**config.mk**
```make
export PLATFORM = sky130hd
export DESIGN_NAME = mem_arbiter
export DESIGN_NICKNAME = d
export VERILOG_FILES = /design/src/rtl/mem_arb_pkg.sv /design/src/rtl/mem_arb_rsp.sv /design/src/rtl/mem_arbiter.sv
export SDC_FILE = /design/constraint.sdc
export NUM_CORES = 1
export LEC_CHECK = 0
export CORE_AREA = 2 2 120 122
export CTS_BUF_LIST = sky130_fd_sc_hd__clkbuf_8
export CTS_CLUSTER_SIZE = 16
export DETAILED_ROUTE_END_ITERATION = 8
export DIE_AREA = 0 0 122 124
export PLACE_DENSITY = 0.68
export SYNTH_ARGS = -nofsm -noshare
export SYNTH_HDL_FRONTEND = slang
export SYNTH_SLANG_ARGS = --single-unit
```
**constraint.sdc**
```tcl
create_clock -name clk -period 2.8 [get_ports clk]
set_input_delay 0.42 -clock clk [delete_from_list [all_inputs] [get_ports clk]]
set_output_delay 0.42 -clock clk [all_outputs]
set_load 0.02 [all_outputs]
```
**src/rtl/mem_arb_pkg.sv**
```systemverilog
// Shared types and constants for the two-port memory arbiter.
package mem_arb_pkg;

  localparam int ARB_RR      = 0;
  localparam int ARB_FIXED_B = 1;

  typedef struct packed {
    logic [3:0]  we;
    logic [31:0] addr;
    logic [31:0] wdata;
  } port_req_t;

  typedef enum logic [1:0] {
    SEL_NONE,
    SEL_A,
    SEL_B
  } sel_e;

  typedef enum logic {
    LAST_A,
    LAST_B
  } last_e;

endpackage

```
**src/rtl/mem_arb_rsp.sv**
```systemverilog
// One response slot: holds rvalid/rdata until consumed, reloads on a new grant.
module mem_arb_rsp (
  input  logic        i_clk,
  input  logic        i_reset,
  input  logic        i_load,
  input  logic [31:0] i_load_data,
  input  logic        i_rready,
  output logic        o_rvalid,
  output logic [31:0] o_rdata
);

  logic        r_rvalid;
  logic [31:0] r_rdata;

  // A load wins over a drain so back-to-back responses keep rvalid high.
  always_ff @(posedge i_clk) begin
    if (i_reset) begin
      r_rvalid <= 1'b0;
      r_rdata  <= '0;
    end else if (i_load) begin
      r_rvalid <= 1'b1;
      r_rdata  <= i_load_data;
    end else if (r_rvalid && i_rready) begin
      r_rvalid <= 1'b0;
    end
  end

  assign o_rvalid = r_rvalid;
  assign o_rdata  = r_rdata;

endmodule

```
**src/rtl/mem_arbiter.sv**
```systemverilog
// Two-port (A = fetch, B = data) arbiter onto a single-cycle RAM, with
// round-robin or fixed-B priority and a one-deep response slot per port.
module mem_arbiter
  import mem_arb_pkg::*;
#(
  parameter int ARB_MODE = ARB_RR
) (
  input  logic        clk,
  input  logic        reset,
  input  logic        a_req,
  input  logic [3:0]  a_we,
  input  logic [31:0] a_addr,
  input  logic [31:0] a_wdata,
  output logic        a_gnt,
  output logic        a_rvalid,
  output logic [31:0] a_rdata,
  input  logic        a_rready,
  input  logic        b_req,
  input  logic [3:0]  b_we,
  input  logic [31:0] b_addr,
  input  logic [31:0] b_wdata,
  output logic        b_gnt,
  output logic        b_rvalid,
  output logic [31:0] b_rdata,
  input  logic        b_rready,
  output logic        ram_r,
  output logic [3:0]  ram_w,
  output logic [31:0] ram_addr,
  output logic [31:0] ram_in,
  input  logic [31:0] ram_out
);

  // Handshake: req/gnt is a request accepted in the cycle both are high; the
  // requester holds its fields while req=1 and gnt=0. rvalid/rready is a
  // response transferred in the cycle both are high; rvalid/rdata hold until then.
  // A port may only be granted when its response slot is free or draining.
  port_req_t   w_a;
  port_req_t   w_b;
  port_req_t   w_req;
  sel_e        w_sel;
  last_e       r_last;
  logic        w_a_elig;
  logic        w_b_elig;
  logic [31:0] w_rsp_data;

  assign w_a = '{we: a_we, addr: a_addr, wdata: a_wdata};
  assign w_b = '{we: b_we, addr: b_addr, wdata: b_wdata};

  assign w_a_elig = a_req && (!a_rvalid || a_rready);
  assign w_b_elig = b_req && (!b_rvalid || b_rready);

  always_comb begin
    w_sel = SEL_NONE;
    if (!reset) begin
      if (w_a_elig && w_b_elig) begin
        if (ARB_MODE == ARB_FIXED_B) begin
          w_sel = SEL_B;
        end else begin
          w_sel = (r_last == LAST_B) ? SEL_A : SEL_B;
        end
      end else if (w_a_elig) begin
        w_sel = SEL_A;
      end else if (w_b_elig) begin
        w_sel = SEL_B;
      end
    end
  end

  // Reset leaves the pointer at "B last" so A wins the first tie.
  always_ff @(posedge clk) begin
    if (reset) begin
      r_last <= LAST_B;
    end else if (w_sel == SEL_A) begin
      r_last <= LAST_A;
    end else if (w_sel == SEL_B) begin
      r_last <= LAST_B;
    end
  end

  always_comb begin
    w_req = '0;
    case (w_sel)
      SEL_A:   w_req = w_a;
      SEL_B:   w_req = w_b;
      default: w_req = '0;
    endcase
  end

  assign a_gnt    = (w_sel == SEL_A);
  assign b_gnt    = (w_sel == SEL_B);
  assign ram_w    = w_req.we;
  assign ram_addr = w_req.addr;
  assign ram_in   = w_req.wdata;
  assign ram_r    = (w_sel != SEL_NONE) && (w_req.we == 4'b0000);

  // Writes complete with zero data; reads return what the RAM presents now.
  assign w_rsp_data = ram_r ? ram_out : '0;

  mem_arb_rsp u_rsp_a (
    .i_clk       (clk),
    .i_reset     (reset),
    .i_load      (a_gnt),
    .i_load_data (w_rsp_data),
    .i_rready    (a_rready),
    .o_rvalid    (a_rvalid),
    .o_rdata     (a_rdata)
  );

  mem_arb_rsp u_rsp_b (
    .i_clk       (clk),
    .i_reset     (reset),
    .i_load      (b_gnt),
    .i_load_data (w_rsp_data),
    .i_rready    (b_rready),
    .o_rvalid    (b_rvalid),
    .o_rdata     (b_rdata)
  );

endmodule

```
# After elaboration in Yosys (flattened, before gate mapping)
# Cells that the tools add are included.
# Widths: inputs -> output; s select.
[classes] addsub=0 mul=0 div_mod_pow=0 magnitude_cmp=0 eq_ne=2 n_shift=0 mux=13 bitwise=0 n_reduce_logical=15
[op_table] cell="$pmux 68 s2" n=1
[op_table] cell="$mux 32" n=1
[op_table] cell="$mux 2" n=5
[op_table] cell="$reduce_bool 2->1" n=4
[op_table] cell="$logic_and 1x1->1" n=6
[op_table] cell="$mux 1" n=6
[op_table] cell="$logic_not 4->1" n=1
[op_table] cell="$eq 2x1->1 const B" n=1
[op_table] cell="$eq 2x2->1 const B" n=1
[op_table] cell="$logic_not 1->1" n=2
[op_table] cell="$logic_or 1x1->1" n=2
[totals] register_bits=67 latch_bits=0 ramBits=0 rom_bits=0 in_bits=174 memories=0

# Logic depth before layout (Yosys ltp)
[depth] word_depth=12 depth_mapped=9

# Hierarchy
# Synthesis repeated with hierarchy kept, for this count alone.
[hier_totals] hier_cells=395 area_unflattened_um2=3813.7
[by_module_without_submodules] mod="mem_arb_rsp" instances=2 cells_per_inst=108 area_per_inst_um2=1204.9
[by_module_without_submodules] mod="mem_arbiter" instances=1 cells_per_inst=179 area_per_inst_um2=1403.8

# Worst setup path after synthesis
# No wires, ideal clock.
[synth_timing] path_type="in2out" startpoint="in a_rready" endpoint="out ram_r" t_arrival_ns=2.297 t_required_ns=2.380 path_slack_ns=0.083 stages=8 n_path_buf=2 cell_sequence="nand2b_1 > a311o_1 > ha_1 > a22oi_1 > a31oi_1 > buf_4 > buf_6 > nor2_1"
[synth_between] elab_chain_cells=9
[synth_rtl] element="start: declaration" line="mem_arbiter.sv:17" rtl="input logic a_rready,"
[synth_rtl] element="$logic_or 1x1->1 *" line="mem_arbiter.sv:49" rtl="assign w_a_elig = a_req && (!a_rvalid || a_rready);"
[synth_rtl] element="$logic_and 1x1->1 *" line="mem_arbiter.sv:49"
[synth_rtl] element="$mux 2 or $logic_and 1x1->1 (tied branches)" line="mem_arbiter.sv:61, mem_arbiter.sv:55"
[synth_rtl] element="$mux 2 *" line="mem_arbiter.sv:55" rtl="if (w_a_elig && w_b_elig) begin"
[synth_rtl] element="$mux 2 *" line="mem_arbiter.sv:54" rtl="if (!reset) begin"
[synth_rtl] element="$eq 2x1->1 *"
[synth_rtl] element="net a_gnt" line="mem_arbiter.sv:14" rtl="output logic a_gnt,"
[synth_rtl] element="$pmux 68 s2 *" line="mem_arbiter.sv:82" rtl="case (w_sel)"
[synth_rtl] element="$logic_not 4->1 *" line="mem_arbiter.sv:94" rtl="assign ram_r = (w_sel != SEL_NONE) && (w_req.we == 4'b0000);"
[synth_rtl] element="$logic_and 1x1->1 *" line="mem_arbiter.sv:94"
[synth_rtl] element="end: declaration" line="mem_arbiter.sv:26" rtl="output logic ram_r,"
# Mark *: on every way through the listed nets, which the timed path passes. The rest lies on a longest branch.

# Worst setup path after layout
[layout_timing] startpoint="reg u_rsp_a.r_rvalid (netlist: u_rsp_a.o_rvalid)" endpoint="out ram_in[23]"
[layout_between] elab_chain_cells=8
[layout_rtl] element="start: declaration" line="mem_arb_rsp.sv:12" rtl="logic r_rvalid;"
[layout_rtl] element="start signal: assignment" line="mem_arb_rsp.sv:18" rtl="r_rvalid <= 1'b0;"
[layout_rtl] element="start signal: assignment" line="mem_arb_rsp.sv:21" rtl="r_rvalid <= 1'b1;"
[layout_rtl] element="start signal: assignment" line="mem_arb_rsp.sv:24" rtl="r_rvalid <= 1'b0;"
[layout_rtl] element="$logic_not 1->1 *" line="mem_arbiter.sv:49"
[layout_rtl] element="$logic_or 1x1->1 *" line="mem_arbiter.sv:49"
[layout_rtl] element="$logic_and 1x1->1 *" line="mem_arbiter.sv:49"
[layout_rtl] element="$mux 2 or $logic_and 1x1->1 (tied branches)" line="mem_arbiter.sv:61, mem_arbiter.sv:55"
[layout_rtl] element="$mux 2 *" line="mem_arbiter.sv:55"
[layout_rtl] element="$mux 2 *" line="mem_arbiter.sv:54"
[layout_rtl] element="$eq 2x2->1 or $eq 2x1->1 (tied branches)" line="mem_arbiter.sv:82"
[layout_rtl] element="$pmux 68 s2 *" line="mem_arbiter.sv:82"
[layout_rtl] element="end: declaration" line="mem_arbiter.sv:29" rtl="output logic [31:0] ram_in,"
# Mark *: on every way between the ends. The rest lies on a longest branch, timed or not.

==> results.yml <==
die:
  io_pins: 311
  core_area_mm2: 0.0137
  die_y_um: 124
  start_util_pct: 26.0
  fp.dieW_um: 122
  dieArea_mm2: 0.0151
  row_count: 43
sta:
  fin_crit_sh_pct: 97.9
  tightest_slew_ps: 688
  report.final.slew_viol_count: 0
  skew_ps: 9.89
  slew_headroom_pct: 54.1
  hold-worst-slack_ps: 456
  min_period_ps: 2740
  fmax_mhz: 365
  hold_viol_final: 0
  setup_viol: 0
  grt_setup_unrepaired: "true"
critical_path:
  cp-startpoint: "u_rsp_a.o_rvalid"
  r2r-start: "u_rsp_b.o_rvalid"
  cp_max_fo: 23
  crit_required_ps: 2380
  criticalPathCategory: "register to output pin"
  r2r_end: "u_rsp_b.o_rdata[21]"
  worst_setup_path_start_kind: "register"
  rrSetupSlack_ps: 300
  r2r_cells: 11
  arrival_ps: 2320
  end_kind: "output pin"
global_route:
  antenna_found_initial: 0
  grt_use_total_pct: 22.2
  grt_use_met2_pct: 40.8
  overflow: 0
  grt_use_met1_pct: 24.6
  grt_pass1_wl_mm: 25.0
  grt_max_degree: 65
  busiest_layer: "met2"
  grt_pass1_vias: 4274
  grt_util_met3_pct: 4.99
synth:
  netlist_area_mm2: 0.00356
  syn_inst: 400
  yosys_warnings: 0
  synth_top_family_by_area: "compound AO/OA/AOI/OAI gates"
  synth_top_cell_by_area: "dfxtp_1"
  yosysSeqAreaShare_pct: 37.6
  synth.distinct_cells: 26
  avgSynthCellArea_um2: 8.91
  synth_fa_ha_area_share_pct: 1.05
  synth_compound_area_share_pct: 39.0
  synth_xor_area_share_pct: 0
  syn_nets: 577
  yosys-top-cells-area: "dfxtp_1, o31ai_2, a22o_1"
  synth_top_area_share_pct: 37.6
  synth_simple_gate_area_share_pct: 15.4
  synth.area.mux_share_pct: 0
  ys_ff_latch: 67
cts:
  cts_max_level: 3
  hold_buffers: 0
  clockBufferDepth: 2
  root_buffer: "clkbuf_8"
  clk_latency_ps: 350
  cts.clk_slew.worst_paths_ps: 70
  numCtsBuffers: 9
  cts_tree: "done"
  clkSinkCount: 67
cells_and_area:
  diodes: 0
  final_nets: 899
  drive_gt1_share_pct: 27.8
  fillers: 1246
  utilization_pct: 54.2
  layout_common_cells: "clkdlybuf4s50_1, nand2_1, dfxtp_1"
  final_common_cell: "clkdlybuf4s50_1"
  area_delta_synth_final_pct: 109
drt:
  firstDrtPassIters: 5
  wl_mm: 18.3
  wl_per_cell_um: 20.2
  drt_iter0_drc: 272
  ant_nets: 0
  via_per_inst: 4.89
  num_vias: 4427
  drc: 0
power_and_ir_drop:
  power_density_mw_per_mm2: 345
  ir_drop_mv: 0.254
  p_leak_nw: 2.89
  finalPower_w: 0.00256
worst_hold_path:
  holdPathEnd: "u_rsp_b.o_rdata[20]"
  holdPathStages: 2
  hold_class: "register to register"
  hp-start: "u_rsp_b.o_rdata[20]"
status:
  outcome: "finished clean"
place:
  place.gp.congestion: 0.866
  port-buffer-count: 310
  hpwl_mm: 13.8
flow_run:
  drv_cap: 0
layer usage:
layer | wire length [um] | vias to the layer above | part of all wire [%]
met5 | 0 | - | 0
met4 | 513 | 0 | 2.8
met3 | 1440 | 36 | 7.9
met2 | 9870 | 210 | 54
met1 | 6490 | 2092 | 35
li1 | - | 2089 | -
synthesized netlist by cell type (all sizes together):
cell type	n
a21oi	2
a22o	64
a22oi	4
a311o	1
a311oi	1
a31oi	1
buf	32
clkbuf	10
clkinv	1
dfxtp	67
ha	3
inv	3
nand2	129
nand2b	2
nor2	10
nor2b	2
o2111a	1
o2111ai	1
o21ai	1
o21bai	1
o31ai	64
worst max path at each step:
| stage | end | slack (ps) | depth (start not counted) |
|---|---|---|---|
| global placement | ram_addr[20] | -730 | 10 |
| floorplan | ram_r | 80 | 8 |
| global route | ram_in[23] | -9 | 10 |
| CTS | ram_addr[21] | 3 | 9 |
| finish | ram_in[23] | 60 | 10 |
| detailed placement | ram_addr[20] | -720 | 10 |
registers in the layout, summed over array words and instances, names as in the netlist:
register	flops
u_rsp_b.o_rvalid	1
u_rsp_a.o_rvalid	1
u_rsp_b.o_rdata	32
r_last	1
u_rsp_a.o_rdata	32
where the power goes:
| part | switching (W) | total, W | internal, W |
|---|---|---|---|
| Sequential | 0.0000139 | 0.000988 | 0.000974 |
| Combinational | 0.000382 | 0.000806 | 0.000424 |
| Clock | 0.000371 | 0.000770 | 0.000400 |
| Total | 0.000766 | 0.00256 | 0.00180 |
cells by family after synthesis:
family | Yosys count
fa+ha+maj | 3
simple gates | 143
flops | 67
buf+inv | 46
compound gates | 141
final cells by class:
cell class / instances / area [um2] / share of cell area (%)
Clock inverter: 6 / 57.6 / 0.774
Timing Repair Buffer: 353 / 3490 / 47.0
Clock buffer: 9 / 124 / 1.67
Inverter: 4 / 22.5 / 0.303
Tap cell: 180 / 225 / 3.03
Sequential cell: 67 / 1350 / 18.1
Multi-Input combinational cell: 287 / 2160 / 29.1
worst max-delay path: stages (launching register included):
cell and delay, ps:
dfxtp_4 370, nand2b_4 50, a311o_1 400, buf_4 170, ha_4 200, inv_4 80
nor2_4 40, buf_4 130, buf_12 140, a22o_4 250, buf_6 140
metrics by stage:
step	TNS, ps	worst slack (ps)	cells	instance area, um2
floorplan	0	82.9	400	3560
global placement	-76410	-732	875	6990
detailed placement	-77900	-725	875	6990
CTS	0	2.65	901	7210
global route	-10.6	-9.13	906	7440
finish	0	58.3	906	7440
repair_timing:
| action | CTS | global route |
|---|---|---|
| gates cloned | 5 | 4 |
| gates resized for setup | 310 | 36 |
| pin swaps | 4 | 8 |
| setup endpoints to repair | 135 | 131 |
| setup buffers | 6 | 1 |
(Power assumes the default switching activity.)
